[config.mk]
export PLATFORM = sky130hd
export DESIGN_NAME = trans_logic_nch
export DESIGN_NICKNAME = d
export VERILOG_FILES = /design/src/rtl/trans_pkg.sv /design/src/rtl/trans_fifo.sv /design/src/rtl/trans_logic_nch.sv
export SDC_FILE = /design/constraint.sdc
export NUM_CORES = 1
export LEC_CHECK = 0
export CORE_MARGIN = 5
export CORE_UTILIZATION = 60
export CTS_BUF_LIST = sky130_fd_sc_hd__clkbuf_16
export DETAILED_ROUTE_END_ITERATION = 8
export PLACE_DENSITY = 0.88
export SYNTH_ARGS = -nofsm -noshare
export SYNTH_HDL_FRONTEND = slang
export SYNTH_HIERARCHICAL = 1
export SYNTH_SLANG_ARGS = --single-unit
[constraint.sdc]
create_clock -name clk -period 5.1 [get_ports clk]
set_input_delay 0.51 -clock clk [delete_from_list [all_inputs] [get_ports clk]]
set_output_delay 0.51 -clock clk [all_outputs]
set_load 0.01 [all_outputs]
[src/rtl/trans_pkg.sv]
// Shared definitions for the N-destination transmission logic.
//   state_e : control FSM states
//   dsel_w  : width of the destination-select field for a given destination count
package trans_pkg;

  typedef enum logic [2:0] {
    ST_RESET  = 3'd0,
    ST_INIT   = 3'd1,
    ST_IDLE   = 3'd2,
    ST_ACTIVE = 3'd3,
    ST_ERROR  = 3'd4
  } state_e;

  // At least one select bit, even for the minimum of two destinations.
  function automatic int dsel_w(input int n);
    return (n <= 2) ? 1 : $clog2(n);
  endfunction

endpackage

[src/rtl/trans_fifo.sv]
// Synchronous FIFO with occupancy count and programmable almost-full flag.
// Ports:
//   clk, rst_ni      clock, asynchronous active-low reset (pointers/count only)
//   flush_i          synchronous flush, empties the FIFO at the next edge
//   push_i, wdata_i  write request and data (ignored when full)
//   pop_i            read request (ignored when empty)
//   umbral_i         almost-full threshold
//   rdata_o          current head word (combinational read)
//   count_o          occupancy, one bit wider than the address
//   full_o, empty_o  occupancy flags
//   almost_full_o    count_o >= umbral_i
module trans_fifo #(
  parameter int DATA_W = 6,
  parameter int DEPTH  = 4,
  parameter int UMB_W  = 4
) (
  input  logic                   clk,
  input  logic                   rst_ni,
  input  logic                   flush_i,
  input  logic                   push_i,
  input  logic                   pop_i,
  input  logic [DATA_W-1:0]      wdata_i,
  input  logic [UMB_W-1:0]       umbral_i,
  output logic [DATA_W-1:0]      rdata_o,
  output logic [$clog2(DEPTH):0] count_o,
  output logic                   full_o,
  output logic                   empty_o,
  output logic                   almost_full_o
);

  localparam int AW    = $clog2(DEPTH);
  localparam int CW    = AW + 1;
  localparam int CMP_W = (CW > UMB_W) ? CW : UMB_W;

  logic [DATA_W-1:0] mem_q [DEPTH];
  logic [AW-1:0]     wr_ptr_q, wr_ptr_d;
  logic [AW-1:0]     rd_ptr_q, rd_ptr_d;
  logic [CW-1:0]     count_q, count_d;
  logic              do_push, do_pop;

  assign full_o        = (count_q == CW'(DEPTH));
  assign empty_o       = (count_q == '0);
  assign count_o       = count_q;
  assign rdata_o       = mem_q[rd_ptr_q];
  assign almost_full_o = (CMP_W'(count_q) >= CMP_W'(umbral_i));

  assign do_push = push_i && !full_o && !flush_i;
  assign do_pop  = pop_i && !empty_o && !flush_i;

  always_comb begin
    wr_ptr_d = wr_ptr_q;
    rd_ptr_d = rd_ptr_q;
    count_d  = count_q;
    if (flush_i) begin
      wr_ptr_d = '0;
      rd_ptr_d = '0;
      count_d  = '0;
    end else begin
      // Pointers are exactly AW bits wide so they wrap naturally at DEPTH.
      if (do_push) wr_ptr_d = wr_ptr_q + 1'b1;
      if (do_pop)  rd_ptr_d = rd_ptr_q + 1'b1;
      case ({do_push, do_pop})
        2'b10:   count_d = count_q + 1'b1;
        2'b01:   count_d = count_q - 1'b1;
        default: count_d = count_q;
      endcase
    end
  end

  always_ff @(posedge clk or negedge rst_ni) begin
    if (!rst_ni) begin
      wr_ptr_q <= '0;
      rd_ptr_q <= '0;
      count_q  <= '0;
    end else begin
      wr_ptr_q <= wr_ptr_d;
      rd_ptr_q <= rd_ptr_d;
      count_q  <= count_d;
    end
  end

  // Storage is data only; the count defines which entries are meaningful.
  always_ff @(posedge clk) begin
    if (do_push) mem_q[wr_ptr_q] <= wdata_i;
  end

endmodule

[src/rtl/trans_logic_nch.sv]
// N-destination transmission logic: a main FIFO whose head word is routed by
// its top DSEL_W bits into one of N_DEST destination FIFOs, each gated by a
// shared programmable threshold, with registered per-destination read ports
// and an idle/active/error control FSM.
// Ports:
//   clk, reset              clock, asynchronous active-low reset
//   init                    load thresholds / hold in INIT
//   umbral_main/umbral_dest thresholds latched while in INIT
//   wr_enable, data_in      push into the main FIFO
//   pop                     per-destination read requests
//   data_out, valid_out     registered read data (slice i) and 1-cycle strobes
//   empty                   per-destination empty flags
//   pause                   main occupancy reached umbral_main
//   error_dest              sticky pop-on-empty flags
//   error_out/active_out/idle_out  FSM state indicators
// Configuration macro: TRANS_ERR_CLR_EN -- when defined, init=1 in ERROR
// flushes all FIFOs, clears error_dest and returns to INIT.
module trans_logic_nch
  import trans_pkg::*;
#(
  parameter int DATA_W     = 6,
  parameter int N_DEST     = 4,
  parameter int MAIN_DEPTH = 8,
  parameter int DEST_DEPTH = 4,
  parameter int UMB_W      = 4
) (
  input  logic                       clk,
  input  logic                       reset,
  input  logic                       init,
  input  logic [UMB_W-1:0]           umbral_main,
  input  logic [UMB_W-1:0]           umbral_dest,
  input  logic                       wr_enable,
  input  logic [DATA_W-1:0]          data_in,
  input  logic [N_DEST-1:0]          pop,
  output logic [N_DEST*DATA_W-1:0]   data_out,
  output logic [N_DEST-1:0]          valid_out,
  output logic [N_DEST-1:0]          empty,
  output logic                       pause,
  output logic [N_DEST-1:0]          error_dest,
  output logic                       error_out,
  output logic                       active_out,
  output logic                       idle_out
);

  localparam int DSEL_W = dsel_w(N_DEST);
  localparam int MCW    = $clog2(MAIN_DEPTH) + 1;
  localparam int DCW    = $clog2(DEST_DEPTH) + 1;

  state_e                        state_q, state_d;
  logic [UMB_W-1:0]              umb_main_q, umb_dest_q;
  logic [N_DEST*DATA_W-1:0]      data_out_q, data_out_d;
  logic [N_DEST-1:0]             valid_q, valid_d;
  logic [N_DEST-1:0]             err_dest_q, err_dest_d;

  logic [DATA_W-1:0]             m_rdata;
  logic [MCW-1:0]                m_count;
  logic                          m_full, m_empty, m_afull, m_push, m_pop;
  logic [N_DEST-1:0][DATA_W-1:0] d_rdata;
  logic [N_DEST-1:0][DCW-1:0]    d_count;
  logic [N_DEST-1:0]             d_full, d_empty, d_afull, d_push, d_pop;

  logic                          clr_req, flush, op_en, operational;
  logic                          wr_err, discard, any_err, all_empty;
  logic [N_DEST-1:0]             pop_err;
  logic [DSEL_W-1:0]             head_dest;
  logic                          dest_ok;
  logic                          unused_counts;

`ifdef TRANS_ERR_CLR_EN
  assign clr_req = (state_q == ST_ERROR) && init;
`else
  assign clr_req = 1'b0;
`endif

  assign flush       = clr_req;
  assign operational = (state_q == ST_IDLE) || (state_q == ST_ACTIVE) || (state_q == ST_ERROR);
  // The datapath is frozen on the flush edge so nothing survives it.
  assign op_en       = operational && !clr_req;

  assign head_dest = m_rdata[DATA_W-1 -: DSEL_W];
  assign dest_ok   = ({1'b0, head_dest} < (DSEL_W+1)'(N_DEST));

  // Push uses the pre-edge full flag: a transfer freeing a slot on the same
  // edge does not let a write into a full main FIFO.
  assign m_push = op_en && wr_enable && !m_full;
  assign wr_err = op_en && wr_enable && m_full;

  assign d_pop   = pop & ~d_empty & {N_DEST{op_en}};
  assign pop_err = pop &  d_empty & {N_DEST{op_en}};

  // Head-of-line routing: only the main head may move; a blocked destination
  // stalls everything behind it.
  always_comb begin
    d_push  = '0;
    m_pop   = 1'b0;
    discard = 1'b0;
    if (op_en && !m_empty) begin
      if (!dest_ok) begin
        m_pop   = 1'b1;
        discard = 1'b1;
      end else if (!d_afull[head_dest] && !d_full[head_dest]) begin
        m_pop             = 1'b1;
        d_push[head_dest] = 1'b1;
      end
    end
  end

  assign any_err   = wr_err || (|pop_err) || discard;
  assign all_empty = m_empty && (&d_empty);

  trans_fifo #(
    .DATA_W (DATA_W),
    .DEPTH  (MAIN_DEPTH),
    .UMB_W  (UMB_W)
  ) u_main (
    .clk           (clk),
    .rst_ni        (reset),
    .flush_i       (flush),
    .push_i        (m_push),
    .pop_i         (m_pop),
    .wdata_i       (data_in),
    .umbral_i      (umb_main_q),
    .rdata_o       (m_rdata),
    .count_o       (m_count),
    .full_o        (m_full),
    .empty_o       (m_empty),
    .almost_full_o (m_afull)
  );

  for (genvar i = 0; i < N_DEST; i++) begin : g_dest
    trans_fifo #(
      .DATA_W (DATA_W),
      .DEPTH  (DEST_DEPTH),
      .UMB_W  (UMB_W)
    ) u_dest (
      .clk           (clk),
      .rst_ni        (reset),
      .flush_i       (flush),
      .push_i        (d_push[i]),
      .pop_i         (d_pop[i]),
      .wdata_i       (m_rdata),
      .umbral_i      (umb_dest_q),
      .rdata_o       (d_rdata[i]),
      .count_o       (d_count[i]),
      .full_o        (d_full[i]),
      .empty_o       (d_empty[i]),
      .almost_full_o (d_afull[i])
    );
  end

  // Occupancy is exported by the FIFOs but only the derived flags are needed.
  assign unused_counts = ^{m_count, d_count};

  // Read ports: a successful pop latches the head into its slice for good;
  // the strobe lasts one cycle.
  always_comb begin
    data_out_d = data_out_q;
    valid_d    = '0;
    err_dest_d = err_dest_q;
    if (clr_req) err_dest_d = '0;
    for (int i = 0; i < N_DEST; i++) begin
      if (d_pop[i]) begin
        data_out_d[i*DATA_W +: DATA_W] = d_rdata[i];
        valid_d[i]                     = 1'b1;
      end
      if (pop_err[i]) err_dest_d[i] = 1'b1;
    end
  end

  always_ff @(posedge clk or negedge reset) begin
    if (!reset) begin
      data_out_q <= '0;
      valid_q    <= '0;
      err_dest_q <= '0;
      umb_main_q <= '0;
      umb_dest_q <= '0;
    end else begin
      data_out_q <= data_out_d;
      valid_q    <= valid_d;
      err_dest_q <= err_dest_d;
      if (state_q == ST_INIT) begin
        umb_main_q <= umbral_main;
        umb_dest_q <= umbral_dest;
      end
    end
  end

  // FSM: state register
  always_ff @(posedge clk or negedge reset) begin
    if (!reset) state_q <= ST_RESET;
    else        state_q <= state_d;
  end

  // FSM: next state. IDLE/ACTIVE follow the pre-edge occupancy.
  always_comb begin
    state_d = state_q;
    unique case (state_q)
      ST_RESET: state_d = ST_INIT;
      ST_INIT:  if (!init) state_d = ST_IDLE;
      ST_IDLE, ST_ACTIVE: begin
        if (any_err)        state_d = ST_ERROR;
        else if (all_empty) state_d = ST_IDLE;
        else                state_d = ST_ACTIVE;
      end
      ST_ERROR: if (clr_req) state_d = ST_INIT;
      default:  state_d = ST_RESET;
    endcase
  end

  // FSM: outputs
  always_comb begin
    idle_out   = 1'b0;
    active_out = 1'b0;
    error_out  = 1'b0;
    unique case (state_q)
      ST_IDLE:   idle_out   = 1'b1;
      ST_ACTIVE: active_out = 1'b1;
      ST_ERROR:  error_out  = 1'b1;
      default: ;
    endcase
  end

  // Thresholds are meaningless before they are latched, so pause stays low
  // in RESET and INIT.
  assign pause      = operational && m_afull;
  assign data_out   = data_out_q;
  assign valid_out  = valid_q;
  assign error_dest = err_dest_q;
  assign empty      = d_empty;

endmodule

=== Word-level counts from Yosys, hierarchy flattened ===
Memory sizes are Yosys's and may differ from the RTL's. A register that Yosys moved wholly into a read port is not among the register bits.
Index checks and enable logic that the tools add are counted.

* Flip-flop bits (word level): 57
* Bits in latches: 0
* RAM bits: 144
* Bits in read-only memories: 0
* Input port bits: 22
* Output and inout bits: 40
* Logic and storage cells: 169
* Memories kept: 5

* Add/subtract/negate cells: 20
* $mul: 0
* Div/mod/pow operators: 0
* Order comparisons: 7
* Equality and inequality tests: 20
* Shifts and indexed selects: 0
* Muxes and demuxes: 36
* Bitwise gates (word level): 6
* Reductions and logical operators: 52

{| class="wikitable"
|+ Memory list
! name !! words !! bits a word !! rd ports !! clocked after memory_dff !! write ports !! line !! RTL
|-
| u_main.mem_q || 8 || 6 || 1 || 0 || 1 || trans_fifo.sv:35 || <nowiki>logic [DATA_W-1:0] mem_q [DEPTH];</nowiki>
|-
| g_dest[0].u_dest.mem_q || 4 || 6 || 1 || 1 || 1 || trans_fifo.sv:35 ||
|-
| g_dest[1].u_dest.mem_q || 4 || 6 || 1 || 1 || 1 || trans_fifo.sv:35 ||
|-
| g_dest[2].u_dest.mem_q || 4 || 6 || 1 || 1 || 1 || trans_fifo.sv:35 ||
|-
| g_dest[3].u_dest.mem_q || 4 || 6 || 1 || 1 || 1 || trans_fifo.sv:35 ||
|}

{| class="wikitable"
|+ Operators with widths
! kind !! count
|-
| case mux 3 bit (2 select lines) || 4
|-
| 2-to-1 mux 1 bit || 23
|-
| adder 3 x 1 -> 3 bit, second input constant || 6
|-
| logical AND 1 bit || 18
|-
| adder 2 x 1 -> 2 bit, second input constant || 8
|-
| bitwise AND 4 bit || 4
|-
| greater-or-equal comparator 3 x 4 -> 1 bit || 4
|-
| logical NOT 1 bit || 16
|-
| equality test 3 bit, second input constant || 5
|-
| logical NOT 3 bit || 5
|-
| case mux 3 bit (4 select lines) || 1
|-
| subtractor 3 x 1 -> 3 bit, second input constant || 4
|-
| equality test 2 x 1 -> 1 bit, second input constant || 5
|-
| equality test 2 bit, second input constant || 5
|-
| nonzero test 2 bit || 5
|-
| 2-to-1 mux 4 bit || 2
|-
| case mux 4 bit (2 select lines) || 1
|-
| equality test 3 x 2 -> 1 bit, second input constant || 2
|-
| 2-to-1 mux 3 bit || 2
|-
| adder 4 x 1 -> 4 bit, second input constant || 1
|-
| binary-select mux 1 bit (select 2 bit) || 2
|-
| equality test 4 bit, second input constant || 1
|-
| greater-or-equal comparator 4 bit || 1
|-
| logical NOT 4 bit || 1
|-
| other kinds (13) || 15
|}

=== Longest topological paths before layout ===
Gate-level depths: netlist of the first run.

* Word-level depth: 10
* Gate-level depth with buffers: 18
* Depth with buffers taken out: 17

=== Hierarchy ===
The synthesis of the first run kept the hierarchy.

{| class="wikitable"
|+ Modules (own cells, without submodules)
! module !! instances !! cells each !! area each (um2) !! seq. area each (um2)
|-
| trans_fifo at g_dest[0].u_dest ... || 2 || 106 || 1542.7 || 895.9
|-
| trans_fifo at g_dest[1].u_dest ... || 2 || 106 || 1485.2 || 895.9
|-
| trans_fifo at u_main || 1 || 159 || 2615.0 || 1691.6
|-
| trans_logic_nch || 1 || 129 || 1841.8 || 1076.0
|}

=== Worst setup path before layout of the first run ===
No wires, ideal clock.

* Path kind: register to register
* Start point: register u_main.rd_ptr_q[0]
* End point: register u_main.count_q[3], in the netlist u_main/count_o[3]
* Setup time: 0.104 ns
* Data arrival time: 4.166 ns
* Required time: 4.996 ns
* Path slack: 0.831 ns
* Cell stages (with the launch flop): 15
* Buffers on the path: 1
* Clock period less this slack: 4.269 ns
* Path through: dfrtp_1 -> buf_2 -> mux4_2 -> mux2_2 -> nor3_1 -> o21ai_0 -> a211oi_1 -> o41ai_2 -> a21oi_4 -> nor2b_1 -> ha_1 -> a21oi_1 -> nand2_1 -> or4b_1 -> o311ai_1

* Word-level cells in the longest chain between the ends: 10
* Elaborated cells on any way between the ends: 15
* Classes of those cells: eq/ne (2); mux (7); reduce/logical (5); memory (1)

{| class="wikitable"
|+ RTL lines
! item !! line !! RTL
|-
| start: declaration || trans_fifo.sv:37 || <nowiki>logic [AW-1:0] rd_ptr_q, rd_ptr_d;</nowiki>
|-
| start signal: assignment || trans_fifo.sv:77 || <nowiki>rd_ptr_q <= rd_ptr_d;</nowiki>
|-
| memory (8 x 6 bit) (*) || n/a ||
|-
| via m_rdata[4] || trans_logic_nch.sv:55 || <nowiki>logic [DATA_W-1:0] m_rdata;</nowiki>
|-
| binary-select mux 1 bit (select 2 bit) || trans_logic_nch.sv:101 || <nowiki>end else if (!d_afull[head_dest] && !d_full[head_dest]) begin</nowiki>
|-
| 2-to-1 mux 1 bit (not written as such) || trans_logic_nch.sv:101 ||
|-
| logical NOT 1 bit || trans_logic_nch.sv:101 ||
|-
| logical AND 1 bit (*) || trans_logic_nch.sv:101 ||
|-
| 2-to-1 mux 1 bit (*) || trans_logic_nch.sv:101 ||
|-
| 2-to-1 mux 1 bit (*) || trans_logic_nch.sv:97 || <nowiki>if (op_en && !m_empty) begin</nowiki>
|-
| via m_pop || trans_logic_nch.sv:57 || <nowiki>logic m_full, m_empty, m_afull, m_push, m_pop;</nowiki>
|-
| logical AND 1 bit (*) || trans_fifo.sv:48 || <nowiki>assign do_pop = pop_i && !empty_o && !flush_i;</nowiki>
|-
| equality test 2 x 1 -> 1 bit or equality test 2 bit (tied branches) || trans_fifo.sv:62 || <nowiki>case ({do_push, do_pop})</nowiki>
|-
| case mux 4 bit (2 select lines) or nonzero test 2 bit (tied branches) || n/a ||
|-
| end signal: assignment || trans_fifo.sv:78 || <nowiki>count_q <= count_d;</nowiki>
|-
| end: declaration || trans_fifo.sv:38 || <nowiki>logic [CW-1:0] count_q, count_d;</nowiki>
|}

The timed path passes the listed nets; every way through them passes the cells marked *. The select of a mux whose other input is x is not followed.
A chain may end at the register's enable or synchronous reset.

=== Worst setup path after layout of the first run ===
Same ends and word-level chain as after synthesis.

==> flow_summary.yaml, run 1 <==
placement:
  placed_cell_area_um2: 11260
  buffer_ports.inserted: 61
  detailed_place_hpwl_um: 14710
  finalWeightedCongestion: 0.8487
  dpl.cell_count: 976
synth:
  dominant_combinational_cell_family_by_area_after_synthesis: "multiplexers"
  synth.most_common_cell: "edfxtp_1"
  avgSynthCellArea_um2: 14.76
  ys_async_sr_fraction: 0.3600
  yosys_register_bits: 225
  synth_warnings: 6
  synth.top_cells.by_count: "edfxtp_1 (144), dfrtp_1 (81), nor2_1 (46)"
  synth_edf_count: 144
  synth_xor_xnor_area_share: 0.01666
  synth_area_in_compound_gates: 0.07296
  syn-instance-count: 712
  synth_simple_gate_area_frac: 0.09081
  synth_top_cell_by_area: "edfxtp_1"
  synth_fa_ha_area_frac: 0.05237
  ys_top_cells_by_area: "edfxtp_1 (41%), dfrtp_1 (19%), mux4_2 (7.7%), ha_1 (4.3%), mux2_2 (4.1%)"
  synth_mux_area_frac: 0.1254
  synthDominantCellAreaShare: 0.4113
  synth_sequential_area_ratio: 0.6041
  synth_cell_types: 66
  synth.cell_area_um2: 10510
  ys_dominant_reg_cell: "edfxtp_1"
route:
  wirelength_um: 21920
  post_detailed_route_count_of_antenna_violating_nets: 0
  detail_route.first_pass.iterations: 5
  detail_route.vias_per_cell: 6.117
  number_of_remaining_drc_errors: 0
  via_count: 6227
  initialDrtViolationCount: 457
  wl_per_cell_um: 21.53
timing:
  worst_slew_pin_slew_ns: 1.128
  hold_violations: 0
  total_of_endpoints_with_negative_setup_slack_in_the_final_report: 0
  clock.fmax_mhz: 211.5
  totalNegativeSetupSlack_ns: 0
  slew_headroom: 0.2419
  fin_crit_sh: 0.9271
  finalMaxSlewViolations: 0
  clock_skew_ns: 0.008461
  timing.final.crit_period_ns: 4.728
  setup_repair_after_global_routing_missed_its_margin: "no"
worst_setup_path:
  path_type_of_the_worst_setup_path: "reg -> reg"
  critPathMaxFanout: 20
  crit_path_capture_type: "flip-flop"
  timing.critical_path.arrival_ns: 5.13
  crit_path_start_kind: "flip-flop"
  ff2ff_setup_slack_ns: 0.37
  cp_slowest_stage_delay_ns: 0.53
  worst-path-buf-inv: 1
  worst_path_max_delay_cell: "or4b_1"
  worst_ep_required_time_ns: 5.50
  worstPathCellList: "buf_4 -> mux4_2 -> mux2_2 -> o21bai_1 -> a211oi_1 -> o41ai_2 -> a21oi_4 -> nor2b_1 -> ha_1 -> a21oi_1 -> nand2_1 -> or4b_1 -> o311ai_1"
  path_delay_family: "compound AO/OA/AOI/OAI gates"
die:
  floorplan.io_pins: 62
  rows: 48
  design.core.area_um2: 17240
  die-area_um2: 20270
  fp.dieW_um: 142.4
  initial_cell_density_of_the_core: 0.6099
  die_y_um: 142.4
min_path:
  timing.hold.worst.class: "in -> async"
global_routing:
  global_route_wire_length_before_repair_um: 35320
  first_global_vias: 6590
  grt_usage: 0.2220
  grt_start_max_net_pins: 82
  grt-ovfl-total: 0
  antenna_found_initial: 0
final_layout:
  number_of_diodes: 0
  finalNonFillerCells: 1018
  fillerInstances: 1068
  design_area_um2: 12100
  fraction_of_layout_cells_with_a_size_suffix_above_1: 0.1967
  syn2layout_area_growth_pct: 15.07
  finish.net_count: 839
clock_network:
  clk_path_buf_depth: 3
  number_of_gates_resized_after_cts: 0
  clock_tree.htree_level_count: 1
  clock_latency_ns: 0.50
  clk_pin_slew_ns: 0.06
  cts_made_buffers: 23
  cts_hold_buffers: 0
  cts_root_buffer: "clkbuf_16"
  clock-sinks: 225
  cts_setup_buffers: 0
  cts_tree: "yes"
power:
  power.ir.vdd_worst_uv: 289.9
  leakage_nw: 4.630
  powerDensity_nw_per_um2: 372.5
run:
  cap_violations: 0
status:
  result_of_the_run: "completed"
[per-layer routing]
metal	up-vias	part of all wire	GRT usage	wire [um]
met5	-	0	0	0
met4	0	0.025	0.06353	545
met3	47	0.046	0.02755	1002
met2	215	0.53	0.4000	11680
met1	3192	0.40	0.2851	8693
li1	2773	-	-	-
[metrics by stage]
step | hold WS, ns | setup WS, ns | total power, mW | util
floorplan | 0.2144 | 0.8306 | 2.518 | -
global placement | 0.4510 | 0.8223 | 2.683 | 0.6535
detailed placement | 0.4575 | 0.4688 | 2.721 | 0.6535
CTS | 0.2479 | 0.4174 | 4.530 | 0.7018
global route | 0.3054 | 0.1609 | 4.686 | 0.7018
finish | 0.2074 | 0.3716 | 4.506 | 0.7018
[cells in the final DEF (no fill, tap or decap), types with 12 or more instances in the layout]
cell / n
edfxtp_1: 144
dfrtp_1: 81
clkdlybuf4s50_1: 60
nor2_1: 46
mux2_2: 38
inv_1: 36
mux4_2: 36
ha_1: 36
clkbuf_16: 23
nand2b_1: 21
nand2_1: 19
and2_1: 18
a21oi_1: 17
nor3_1: 14
xor2_1: 13
o21ai_0: 12
buf_4: 12
[path summary, 6_finish.rpt]
kind                                         start                end  cells after the start
min in group clk                     error_dest[3]      error_dest[3]                      1
worst max-delay path            u_main/rd_ptr_q[0]  u_main/count_o[3]                     13
max in group asynchronous                    reset       valid_out[3]                      1
worst max register to register  u_main/rd_ptr_q[0]  u_main/count_o[3]                     13
worst min-delay path                         reset       data_out[11]                      1
worst min register to register       error_dest[3]      error_dest[3]                      1
[area by class of cell]
cell class | count | area (um2) | share of cell area
sequential | 225 | 6351 | 0.5250
multi-input combinational | 418 | 3806 | 0.3146
timing repair buffer | 72 | 690.7 | 0.05710
clock buffer | 23 | 575.6 | 0.04758
tap | 225 | 281.5 | 0.02327
clock inverter | 19 | 256.5 | 0.02120
inverter | 36 | 135.1 | 0.01117
[logic make-up (layout without fill, tap and decap cells)]
group | count (synthesis) | count (layout)
mux | 82 | 82
fa+ha+maj | 41 | 41
other cells | 1 | 9
xor+xnor | 20 | 20
buf+inv | 77 | 150
compound gates | 98 | 98
simple gates | 168 | 168
flops | 225 | 225
[report_power, final]
part	total, mW	switching [mW]	leakage, nW	internal [mW]
Sequential	2.12	0.0797	2.38	2.04
Combinational	0.576	0.309	1.84	0.266
Clock	1.81	0.682	0.409	1.13
Total	4.51	1.07	4.63	3.43
[worst register-to-register path, delay by kind of cell, from the launching register on]
family / cells / cell delay (ns)
simple gates: 3 / 0.96
compound gates: 6 / 1.62
mux: 2 / 0.97
fa+ha+maj: 1 / 0.35
flops: 1 / 0.45
buf+inv: 1 / 0.29
[state kept, by name, summed over array words and instances (netlist names), 4 cells and up]
name,count
data_out,24
error_dest,4
g_dest.u_dest/count_o,12
g_dest.u_dest/mem_q,96
g_dest.u_dest/rd_ptr_q,8
g_dest.u_dest/wr_ptr_q,8
u_main/count_o,4
u_main/mem_q,48
umb_dest_q,4
umb_main_q,4
valid_out,4
Power figures use the tool's default switching activity.
==> run 2, diff against run 1 <==
Settings changed: CORE_UTILIZATION 60 to 30, PLACE_DENSITY 0.88 to 0.54, RECOVER_POWER from default to 100.
==> flow_summary.yaml, run 2 (synthesized netlist as in run 1, its figures left out) <==
status:
  result_of_the_run: "complete, but fails checks"
  violations: "max-capacitance violations, max-slew violations"
timing:
  smallest_setup_slack_after_layout_ns: 0.5324
  total_of_endpoints_with_negative_setup_slack_in_the_final_report: 0
  setup_repair_after_global_routing_missed_its_margin: "no"
  clock.fmax_mhz: 218.9
  fin_crit_sh: 0.8956
  worst_slew_pin_slew_ns: 2.250
  slew_headroom: -0.4997
  clock_skew_ns: 0.01031
  hold_violations: 0
  timing.final.crit_period_ns: 4.568
  finalMaxSlewViolations: 35
  totalNegativeSetupSlack_ns: 0
placement:
  finalWeightedCongestion: 0.7963
  detailed_place_hpwl_um: 15050
  dp_slack_ns: 0.6740
  buffer_ports.inserted: 61
  placed_cell_area_um2: 11600
power:
  powerDensity_nw_per_um2: 367.1
  power.ir.vdd_worst_uv: 207.9
  leakage_nw: 4.660
worst_setup_path:
  cp_slowest_stage_delay_ns: 0.54
  worst_ep_required_time_ns: 5.51
  ff2ff_setup_slack_ns: 0.53
  worst_setup_startpoint: "u_main/rd_ptr_q[0]"
  worst-path-buf-inv: 1
  path_type_of_the_worst_setup_path: "reg -> reg"
  timing.critical_path.arrival_ns: 4.97
  rr_worst_depth: 13
  timing.rr.start: "u_main/rd_ptr_q[0]"
  worstSetupEndpoint: "u_main/count_o[3]"
  critical_path.reg2reg.endpoint: "u_main/count_o[3]"
  critPathMaxFanout: 11
  worst_path_max_delay_cell: "a211oi_1"
  path_delay_family: "compound AO/OA/AOI/OAI gates"
  crit_path_capture_type: "flip-flop"
  path_depth: 13
  crit_path_start_kind: "flip-flop"
  worstPathCellList: "buf_4 -> mux4_2 -> mux2_1 -> o21bai_1 -> a211oi_1 -> o41ai_2 -> a21oi_4 -> nor2b_1 -> ha_1 -> a21oi_1 -> nand2_1 -> or4b_1 -> o311ai_1"
clock_network:
  cts_made_buffers: 25
  clock_latency_ns: 0.51
  cts_root_buffer: "clkbuf_16"
  number_of_gates_resized_after_cts: 0
  cts_hold_buffers: 1
  clk_path_buf_depth: 3
  clock_tree.htree_level_count: 1
  cts_tree: "yes"
  clock-sinks: 225
  cts_setup_buffers: 0
  clk_pin_slew_ns: 0.07
die:
  rows: 68
  design.core.area_um2: 34540
  fp.dieW_um: 197.2
  die-area_um2: 38890
  initial_cell_density_of_the_core: 0.3043
  floorplan.io_pins: 62
  die_y_um: 197.2
final_layout:
  number_of_diodes: 0
  mostFrequentLayoutCell: "edfxtp_1"
  flip_flop_count_of_the_largest_register_after_layout: 96
  design_area_um2: 12300
  finish.net_count: 848
  layout_common_cells: "edfxtp_1 (144), dfrtp_1 (81), nor2_1 (46), dlygate4sd3_1 (42)"
  fraction_of_layout_cells_with_a_size_suffix_above_1: 0.1594
  syn2layout_area_growth_pct: 17.02
  regMostFlops: "g_dest.u_dest/mem_q"
global_routing:
  met1_usage: 0.1571
  grt_usage: 0.1140
  globalRouteMet3Util: 0.02183
  global_route.peak_usage_layer: "met2"
  first_global_vias: 5947
  grt-ovfl-total: 0
  antenna_found_initial: 1
  use_met2: 0.1896
  grt_start_max_net_pins: 49
  global_route_wire_length_before_repair_um: 34900
route:
  initialDrtViolationCount: 371
  post_detailed_route_count_of_antenna_violating_nets: 0
  via_count: 5856
  wirelength_um: 21990
  detail_route.first_pass.iterations: 5
  detail_route.vias_per_cell: 4.655
  wl_per_cell_um: 17.48
  number_of_remaining_drc_errors: 0
run:
  cap_violations: 1
min_path:
  timing.hold.worst.class: "reg -> reg"
  cells_on_worst_hold_path: 1
[run 2: how the worst min path moves through the flow]
stage | end | from | slack (ns)
2_1_floorplan | data_out[0] | reset | 0.21
3_3_place_gp | error_dest[1] | error_dest[1] | 0.45
3_5_place_dp | error_dest[3] | error_dest[3] | 0.46
4_1_cts | error_dest[3] | error_dest[3] | 0.47
5_1_grt | error_dest[1] | error_dest[1] | 0.50
6_report | error_dest[1] | error_dest[1] | 0.46
[run 2: where the power goes]
part / internal, mW / switching, mW / leakage [nW] / total, mW
registers: 2.04 / 0.0708 / 2.38 / 2.11
logic: 0.243 / 0.294 / 1.87 / 0.538
clock network: 1.15 / 0.724 / 0.408 / 1.87
total: 3.43 / 1.09 / 4.66 / 4.52
[run 2: routing by layer]
metal	wire length, um	part of all wire
met3	1086	0.049
met2	10700	0.49
met4	337	0.015
met1	9868	0.45
met5	0	0
[run 2: cell type report]
class / count / area (um2)
multi-input cells: 418 / 3686
well taps: 455 / 569.3
inverters: 36 / 135.1
fillers: 3363 / 22240
repair buffers: 79 / 698.2
clock inverters: 20 / 236.5
flip-flops and latches: 225 / 6351
clock buffers: 25 / 625.6
[run 2: through the flow]
step | hold slack [ns] | std cells | util | power (mW)
global placement | 0.4495 | 1212 | 0.3359 | 2.724
CTS | 0.4721 | 1258 | 0.3612 | 4.637
detailed placement | 0.4583 | 1212 | 0.3359 | 2.733
floorplan | 0.2144 | 720 | - | 2.518
global route | 0.4955 | 1258 | 0.3561 | 4.743
finish | 0.4629 | 1258 | 0.3561 | 4.516
